==> config.mk <==
export PLATFORM = sky130hd
export DESIGN_NAME = fp16_maxpool_stream
export DESIGN_NICKNAME = d
export VERILOG_FILES = /design/src/rtl/fp16_maxpool_stream.sv
export SDC_FILE = /design/constraint.sdc
export NUM_CORES = 1
export LEC_CHECK = 0
export CORE_ASPECT_RATIO = 0.8
export CORE_MARGIN = 2
export CORE_UTILIZATION = 35
export CTS_BUF_LIST = sky130_fd_sc_hd__clkbuf_4
export DETAILED_ROUTE_END_ITERATION = 8
export PLACE_DENSITY = 0.56
export SLEW_MARGIN = 20
export SYNTH_ARGS = -nofsm -noshare
export SYNTH_HDL_FRONTEND = slang
export SYNTH_SLANG_ARGS = --single-unit
==> constraint.sdc <==
create_clock -name clk -period 4.4 [get_ports clk]
set_input_delay 1.32 -clock clk [delete_from_list [all_inputs] [get_ports clk]]
set_output_delay 1.32 -clock clk [all_outputs]
set_load 0.05 [all_outputs]
==> src/rtl/fp16_maxpool_stream.sv <==
// Streaming 1-D FP16 max-pool: one maximum per WINDOW samples (or fewer on in_last).
// Define MAXPOOL_ARGMAX_EN to add out_index, the 0-based position of the maximum.
module fp16_maxpool_stream #(
  parameter  int WINDOW = 4,
  localparam int CNT_W  = $clog2(WINDOW + 1)
) (
  input  logic             clk,
  input  logic             rst,
  input  logic             in_valid,
  output logic             in_ready,
  input  logic [15:0]      in_data,
  input  logic             in_last,
  output logic             out_valid,
  input  logic             out_ready,
  output logic [15:0]      out_data
`ifdef MAXPOOL_ARGMAX_EN
  ,
  output logic [CNT_W-1:0] out_index
`endif
);

  function automatic logic is_nan(input logic [15:0] x);
    return (x[14:10] == 5'h1F) && (x[9:0] != 10'd0);
  endfunction

  // Monotonic unsigned key: -0 folds onto +0, negatives are bit-inverted.
  function automatic logic [15:0] order_key(input logic [15:0] x);
    logic [15:0] z;
    z = (x[14:0] == 15'd0) ? 16'h0000 : x;
    return z[15] ? ~z : (z | 16'h8000);
  endfunction

  // Strictly greater; a NaN never wins, and a NaN incumbent loses to any number.
  function automatic logic fp16_gt(input logic [15:0] a, input logic [15:0] b);
    return !is_nan(a) && (is_nan(b) || (order_key(a) > order_key(b)));
  endfunction

  logic [CNT_W-1:0] cnt_q, cnt_d;
  logic [15:0]      max_q, max_d;
  logic [15:0]      out_data_q, out_data_d;
  logic             out_valid_q, out_valid_d;
  logic             close_possible, take, close;
`ifdef MAXPOOL_ARGMAX_EN
  logic [CNT_W-1:0] idx_q, idx_d;
  logic [CNT_W-1:0] out_index_q, out_index_d;
`endif

  assign close_possible = (cnt_q == CNT_W'(WINDOW - 1)) || in_last;
  // Non-closing beats never touch the output register, so they flow while a result waits.
  assign in_ready       = !out_valid_q || out_ready || !close_possible;
  assign take           = in_valid && in_ready;
  assign close          = take && close_possible;

  always_comb begin
    cnt_d       = cnt_q;
    max_d       = max_q;
    out_data_d  = out_data_q;
    out_valid_d = out_valid_q && !out_ready;
`ifdef MAXPOOL_ARGMAX_EN
    idx_d       = idx_q;
    out_index_d = out_index_q;
`endif
    if (take) begin
      if (cnt_q == '0 || fp16_gt(in_data, max_q)) begin
        max_d = in_data;
`ifdef MAXPOOL_ARGMAX_EN
        idx_d = cnt_q;
`endif
      end
      if (close) begin
        cnt_d       = '0;
        out_valid_d = 1'b1;
        out_data_d  = max_d;
`ifdef MAXPOOL_ARGMAX_EN
        out_index_d = idx_d;
`endif
      end else begin
        cnt_d = cnt_q + 1'b1;
      end
    end
  end

  always_ff @(posedge clk or posedge rst) begin
    if (rst) begin
      cnt_q       <= '0;
      max_q       <= 16'h0000;
      out_data_q  <= 16'h0000;
      out_valid_q <= 1'b0;
`ifdef MAXPOOL_ARGMAX_EN
      idx_q       <= '0;
      out_index_q <= '0;
`endif
    end else begin
      cnt_q       <= cnt_d;
      max_q       <= max_d;
      out_data_q  <= out_data_d;
      out_valid_q <= out_valid_d;
`ifdef MAXPOOL_ARGMAX_EN
      idx_q       <= idx_d;
      out_index_q <= out_index_d;
`endif
    end
  end

  assign out_valid = out_valid_q;
  assign out_data  = out_data_q;
`ifdef MAXPOOL_ARGMAX_EN
  assign out_index = out_index_q;
`endif

endmodule
==> run_results.csv, run 1 <==
group,metric,value,unit
timing,period_needed,4.31,ns
finish,design.final.nets,379,
timing,clock_skew,0.0158,ns
placement,place_hpwl,5.34,mm
timing,rsz0062_at_grt,"true",
grt,grtUsageMet2,0.315,
critical_path,crit_arrival,4.54,ns
detailed_routing,post_drt_via_cell_ratio,5.50,
clock_tree,cts.reportedPaths.clkPinSlew,0.12,ns
clock_tree,cts_buffer_depth,2,
placement,port-buffer-count,38,
timing,post-route-period-util,0.981,
timing,max_slew_margin,0.514,
floorplan,die_area,8160,µm²
power,worst_ir_drop_vdd,0.379,mV
logic_synthesis,post_synth_and_or_nand_nor_area_fraction,0.184,
detailed_routing,drt_wl_total,7.34,mm
logic_synthesis,synth-seq-area-share,0.346,
floorplan,placement_rows,28,
critical_path,cp_max_fo,7,
placement,placedCellCount,413,
job,max-cap-violations,0,
grt,globalRouteOverflowTotal,0,
clock_tree,tritoncts,"built",
floorplan,die-width,100,µm
grt,total_global_route_track_usage,0.187,
logic_synthesis,syn_nets,314,
logic_synthesis,synth_fa_ha_area_frac,0.0864,
logic_synthesis,synthFlopType,"sky130_fd_sc_hd__dfrtp_1",
floorplan,die_h,81.2,µm
logic_synthesis,synth_enable_flop_cells,0,
critical_path,crit_path_start_kind,"input port",
grt,global_route.usage.met3,0.0318,
clock_tree,clock_insertion_delay_worst_skew,0.35,ns
critical_path,critical_path_cell_by_cell,"buf_8 -> nor4_4 -> nand3_4 -> o41ai_4 -> xnor2_1 -> ha_1 -> and3_4 -> a211oi_2 -> o21ai_1 -> or4_4 -> o2111ai_4 -> a31oi_4 -> buf_6 -> buf_12 -> mux2_4",
min_path,hold_path_class,"reg2reg",
floorplan,core_region_area,7320,µm²
detailed_routing,route.antenna.remaining_nets,0,
grt,top_usage_layer,"met2",
detailed_routing,route.detailed.drc,0,
detailed_routing,detail_route.first_pass.iterations,4,
timing,fmax,0.232,GHz
logic_synthesis,syn_area,2610,µm²
critical_path,criticalPathCategory,"in2reg",
logic_synthesis,portion_of_netlist_area_occupied_by_mux_cells,0.0835,
clock_tree,cts_sinks,36,
grt,vias_in_the_first_global_route,2397,
critical_path,cp_slowest_stage_delay,0.56,ns
power,power.density_cell_area,737,nW/µm²
detailed_routing,route.vias.total,2366,
clock_tree,h-tree-depth,2,
finish,fin_area,3490,µm²
grt,grt_max_degree,33,
timing,hold_viol_final,0,
clock_tree,clockRootBuffer,"sky130_fd_sc_hd__clkbuf_4",
clock_tree,cts_hold_buf,0,
critical_path,critical_path.endpoint_type,"register",
timing,report.final.slew_viol_count,0,
grt,grt_first_pass_wirelength,11.9,mm
grt,globalRouteMet1Util,0.249,
logic_synthesis,post_synth_inst_count,275,
logic_synthesis,ys_seq_elements,36,
critical_path,slowest_cell_on_crit_path,"sky130_fd_sc_hd__or4_4",
finish,area_growth_syn_to_layout,33.8,%
grt,antenna_found_initial,0,
finish,fillCellCount,684,
logic_synthesis,synth.lib_cells_used.distinct,41,
placement,detailed_place.area,3310,µm²
power,power.static_leakage,1.52,nW
floorplan,io_pins,39,
critical_path,crit_required,4.63,ns
detailed_routing,drt-initial-drc-count,100,
placement,gp_congestion,0.795,
logic_synthesis,ys_async_sr_fraction,1.00,
clock_tree,num_cts_buffers,5,
logic_synthesis,synth-compound-area-share,0.156,
logic_synthesis,ys.warnings.count,0,
finish,insertedDiodeCount,0,
detailed_routing,drt-wirelength-per-cell,17.1,µm
status,status,"finished, final reports clean",
timing,max_slew.worst_pin.slew,0.728,ns
logic_synthesis,synth_top_family_by_area,"simple AND/OR/NAND/NOR gates",
logic_synthesis,xor_and_xnor_fraction_of_the_mapped_netlist_area,0.101,
floorplan,initial_core_util,0.356,
timing,setup_viol,0,
logic_synthesis,synth.avg_cell_area,9.48,µm²
finish,layout_cell_share_with_drive_strength_beyond_1,0.271,
finish,post_layout_nonfiller_instances,430,
power by group:
group          internal (W)  leakage, nW  switching, W
Sequential         0.000483        0.415      0.000163
Clock             0.0000583       0.0271      0.000118
Combinational      0.000744         1.08       0.00100
timing repair:
item,CTS,global route
setup buffers,8,1
resized for setup,48,20
setup endpoints to repair,32,32
gates cloned,2,0
pin swaps,16,4
placed cells by master (no fill, tap or decap), drive strengths merged, types with 2 or more instances in the layout:
| master | count |
|---|---|
| dlygate4sd2 | 2 |
| or4 | 3 |
| clkdlybuf4s50 | 22 |
| a31oi | 17 |
| xnor2 | 16 |
| nor4 | 5 |
| clkbuf | 11 |
| xor2 | 14 |
| nor2 | 32 |
| mux2 | 16 |
| o31ai | 16 |
| nor2b | 2 |
| dlymetal6s2s | 2 |
| dfrtp | 36 |
| or3 | 3 |
| and2 | 2 |
| nand4 | 20 |
| buf | 45 |
| nand3 | 4 |
| inv | 5 |
| a21oi | 5 |
| and3 | 2 |
| nand2 | 21 |
| ha | 18 |
| o21ai | 4 |
per-layer routing:
metal / vias up / share of wire
met2: 53 / 0.46
li1: 1143 / -
met5: - / 0
met1: 1161 / 0.49
met3: 9 / 0.040
met4: 0 / 0.0089
worst paths after layout:
path	cells past startpoint	to	start	slack [ns]
worst max-delay path	15	max_q[1]	in_data[7]	0.09
worst min-delay path	1	cnt_q[0]	cnt_q[0]	0.53
worst max register to register	15	max_q[1]	max_q[4]	0.22
worst min register to register	1	cnt_q[0]	cnt_q[0]	0.53
max in group asynchronous	3	max_q[1]	rst	2.26
min in group asynchronous	2	out_data[1]	rst	1.39
per-stage QoR:
step | hold slack (ns) | total power (W) | TNS [ns] | worst slack [ns] | utilization
6_report | 0.532 | 0.00257 | 0 | 0.0854 | 0.476
5_1_grt | 0.561 | 0.00275 | -0.270 | -0.0425 | 0.476
3_5_place_dp | 0.501 | 0.00229 | -23.41 | -0.801 | 0.452
3_3_place_gp | 0.491 | 0.00226 | -21.94 | -0.729 | 0.452
2_1_floorplan | 0.472 | 0.00182 | -2.18 | -0.192 | -
4_1_cts | 0.529 | 0.00258 | 0 | 0.000260 | 0.479
Yosys cell counts, types with 4 or more instances:
cell | count | area (µm²)
sky130_fd_sc_hd__o31ai_1 | 16 | 120
sky130_fd_sc_hd__nor2_1 | 32 | 120
sky130_fd_sc_hd__nand3_1 | 4 | 20.0
sky130_fd_sc_hd__dfrtp_1 | 36 | 901
sky130_fd_sc_hd__xor2_1 | 14 | 123
sky130_fd_sc_hd__a31oi_1 | 16 | 100
sky130_fd_sc_hd__clkbuf_1 | 13 | 48.8
sky130_fd_sc_hd__ha_1 | 18 | 225
sky130_fd_sc_hd__a21oi_1 | 5 | 25.0
sky130_fd_sc_hd__xnor2_1 | 16 | 140
sky130_fd_sc_hd__nand2_1 | 21 | 78.8
sky130_fd_sc_hd__mux2_2 | 6 | 67.6
sky130_fd_sc_hd__mux2_4 | 10 | 150
sky130_fd_sc_hd__inv_1 | 5 | 18.8
sky130_fd_sc_hd__nor4_1 | 5 | 31.3
sky130_fd_sc_hd__nand4_1 | 20 | 125
cell families after synthesis:
| logic type | Yosys count |
|---|---|
| and+or+nand+nor | 98 |
| AOI/OAI and AO/OA | 52 |
| DFF | 36 |
| xor gates and xnor gates | 30 |
| buffers and inverters | 25 |
| adders and majority gates | 18 |
| muxes | 16 |
final cells by class:
cell class	instances	area [µm²]	area share
sequential	36	901	0.258
timing repair buffer	78	694	0.199
tap	90	113	0.0323
multi-input combinational	214	1710	0.490
clock buffer	5	37.5	0.0108
clock inverter	2	12.5	0.00359
inverter	5	18.8	0.00538
critical path, delay by kind of cell:
family	cells	cell delay, ns
compound gates	5	0.76
xor+xnor	1	0.13
fa+ha+maj	1	0.35
buf+inv	3	0.41
mux	1	0.29
simple gates	4	1.27
flip-flops by register name (all words and copies together) (netlist names):
signal and count:
max_q 16, out_data 16, cnt_q 3, out_valid 1
No activity file was read; power rests on OpenSTA's default activity.
==> run 2, diff against run 1 <==
SKIP_LAST_GASP = 1   (was not set)
==> results of run 2 <==
Same layout as run 1: the final DEF is identical, and so are final timing and power.
==> run 3, diff against run 2 <==
CORE_UTILIZATION = 51   (was 35)
PLACE_DENSITY = 0.77   (was 0.56)
==> run_results.csv, run 3 (synthesis gave the netlist of run 1 again) <==
group,metric,value,unit
timing,post-route-period-util,1.01,
detailed_routing,route.vias.total,2442,
critical_path,crit_path_start_kind,"input port",
clock_tree,cts_sinks,36,
finish,fillCellCount,350,
clock_tree,h-tree-depth,2,
placement,port-buffer-count,38,
min_path,hold_path_class,"reg2reg",
timing,period_needed,4.43,ns
finish,layout.cells.most_common,"sky130_fd_sc_hd__buf_4",
clock_tree,cts_buffer_depth,2,
power,power.static_leakage,1.55,nW
finish,layout.core_utilization,0.739,
timing,layout_setup_ws,-0.0348,ns
status,status,"complete, but fails checks",
floorplan,die-width,83.9,µm
floorplan,die_h,67.9,µm
power,power.density_cell_area,763,nW/µm²
min_path,worstHoldPathCells,2,
floorplan,initial_core_util,0.523,
timing,hold_viol_final,0,
timing,finalSetupTns,-0.242,ns
critical_path,crit_required,4.63,ns
critical_path,critical_path.endpoint_type,"register",
grt,grt_max_degree,37,
detailed_routing,detail_route.first_pass.iterations,4,
timing,rsz0062_at_grt,"true",
floorplan,core_region_area,4980,µm²
clock_tree,clockRootBuffer,"sky130_fd_sc_hd__clkbuf_4",
finish,layout_cell_share_with_drive_strength_beyond_1,0.330,
clock_tree,cts.reportedPaths.clkPinSlew,0.11,ns
critical_path,slowest_cell_on_crit_path,"sky130_fd_sc_hd__or4_4",
grt,vias_in_the_first_global_route,2363,
finish,fin_area,3680,µm²
grt,grt_first_pass_wirelength,11.9,mm
critical_path,criticalPathCategory,"in2reg",
placement,place_hpwl,5.00,mm
floorplan,die_area,5700,µm²
timing,max_slew_margin,0.476,
critical_path,crit_arrival,4.66,ns
job,max-cap-violations,0,
timing,max_slew.worst_pin.slew,0.786,ns
status,violations_in_the_final_reports,"setup timing",
finish,design.final.nets,383,
clock_tree,clock_insertion_delay_worst_skew,0.34,ns
critical_path,cp_max_fo,6,
clock_tree,tritoncts,"built",
placement,detailed_place.area,3270,µm²
detailed_routing,drt-wirelength-per-cell,18.1,µm
critical_path,cp_slowest_stage_delay,0.57,ns
critical_path,critical_path_cell_by_cell,"buf_8 -> nor4_4 -> nand3_4 -> nor4_4 -> buf_6 -> nor2_1 -> ha_1 -> nor2b_1 -> o211ai_1 -> a21oi_2 -> or4_4 -> o2111ai_4 -> a31oi_4 -> buf_6 -> mux2_4",
placement,gp_congestion,0.920,
timing,clock_skew,0.0126,ns
finish,multi_input_area,1890,µm²
grt,antenna_found_initial,0,
detailed_routing,drt-initial-drc-count,165,
detailed_routing,post_drt_via_cell_ratio,6.00,
detailed_routing,drt_wl_total,7.38,mm
floorplan,placement_rows,23,
timing,report.final.slew_viol_count,0,
finish,area_growth_syn_to_layout,41.1,%
power,worst_ir_drop_vdd,0.415,mV
grt,globalRouteOverflowTotal,0,
timing,fmax,0.225,GHz
floorplan,io_pins,39,
clock_tree,num_cts_buffers,5,
finish,insertedDiodeCount,0,
detailed_routing,route.detailed.drc,0,
grt,total_global_route_track_usage,0.265,
finish,most-common-layout-cells,"sky130_fd_sc_hd__buf_4, sky130_fd_sc_hd__dfrtp_1, sky130_fd_sc_hd__clkdlybuf4s50_1",
timing,setup_viol,16,
finish,area.sequential,901,µm²
critical_path,worst_r2r_path_cells,14,
detailed_routing,route.antenna.remaining_nets,0,
-- run 3: cell count changes in the layout (fill, tap and decap cells not counted), moves of 3 or more --
cell,change
sky130_fd_sc_hd__nor2_1,-8
sky130_fd_sc_hd__nor2_4,+7
sky130_fd_sc_hd__ha_4,+9
sky130_fd_sc_hd__clkbuf_2,-4
sky130_fd_sc_hd__buf_2,+3
sky130_fd_sc_hd__ha_1,-9
sky130_fd_sc_hd__buf_4,+5
-- run 3: path summary, 6_finish.rpt --
path / slack [ns] / end / startpoint
max reg2reg: 0.27 / max_q[14] / max_q[4]
max in group asynchronous: 2.70 / out_data[14] / rst
min in group asynchronous: 1.36 / out_data[0] / rst
min: 0.54 / cnt_q[2] / cnt_q[2]
max: -0.03 / max_q[14] / in_data[6]
min reg2reg: 0.54 / cnt_q[2] / cnt_q[2]
-- run 3: report_power, final --
group | internal, W | leakage (nW) | switching (W)
Clock | 0.000116 | 0.0403 | 0.000113
Sequential | 0.000483 | 0.415 | 0.000184
Combinational | 0.000843 | 1.09 | 0.00107
-- run 3: repair_timing --
action / 4_1_cts / 5_1_grt
hold buffers: 0 / 0
pin swaps: 15 / 23
setup endpoints to repair: 32 / 18
resized for setup: 57 / 39
setup buffers: 9 / 7
gates cloned: 2 / 0
endpoints found under the hold margin: 0 / 0
-- run 3: area by class of cell --
type / instances / share of cell area
sequential: 36 / 0.245
inverter: 5 / 0.00510
tap: 62 / 0.0211
clock inverter: 3 / 0.0102
timing repair buffer: 82 / 0.194
clock buffer: 5 / 0.0102
multi-input combinational: 214 / 0.515
-- run 3: routing by layer --
layer  share of wire  global-route usage  wire length [µm]
met5               0                   0                 0
met4           0.021              0.0806               156
met3           0.051              0.0603               376
met2            0.50               0.471              3680
met1            0.43               0.328              3170
-- run 3: critical path, delay by kind of cell --
kind            cells  cell delay [ns]
compound gates      4             0.60
fa+ha+maj           1             0.29
buf+inv             3             0.52
mux                 1             0.30
simple gates        6             1.63
-- run 3: stage by stage --
stage               total power (W)  hold slack [ns]  cells  setup slack (ns)
floorplan                   0.00182            0.472    275            -0.192
global placement            0.00223            0.496    384            -0.638
detailed placement          0.00229            0.500    384            -0.836
CTS                         0.00264            0.525    403           0.00828
global route                0.00300            0.567    407            -0.131
finish                      0.00280            0.540    407           -0.0348
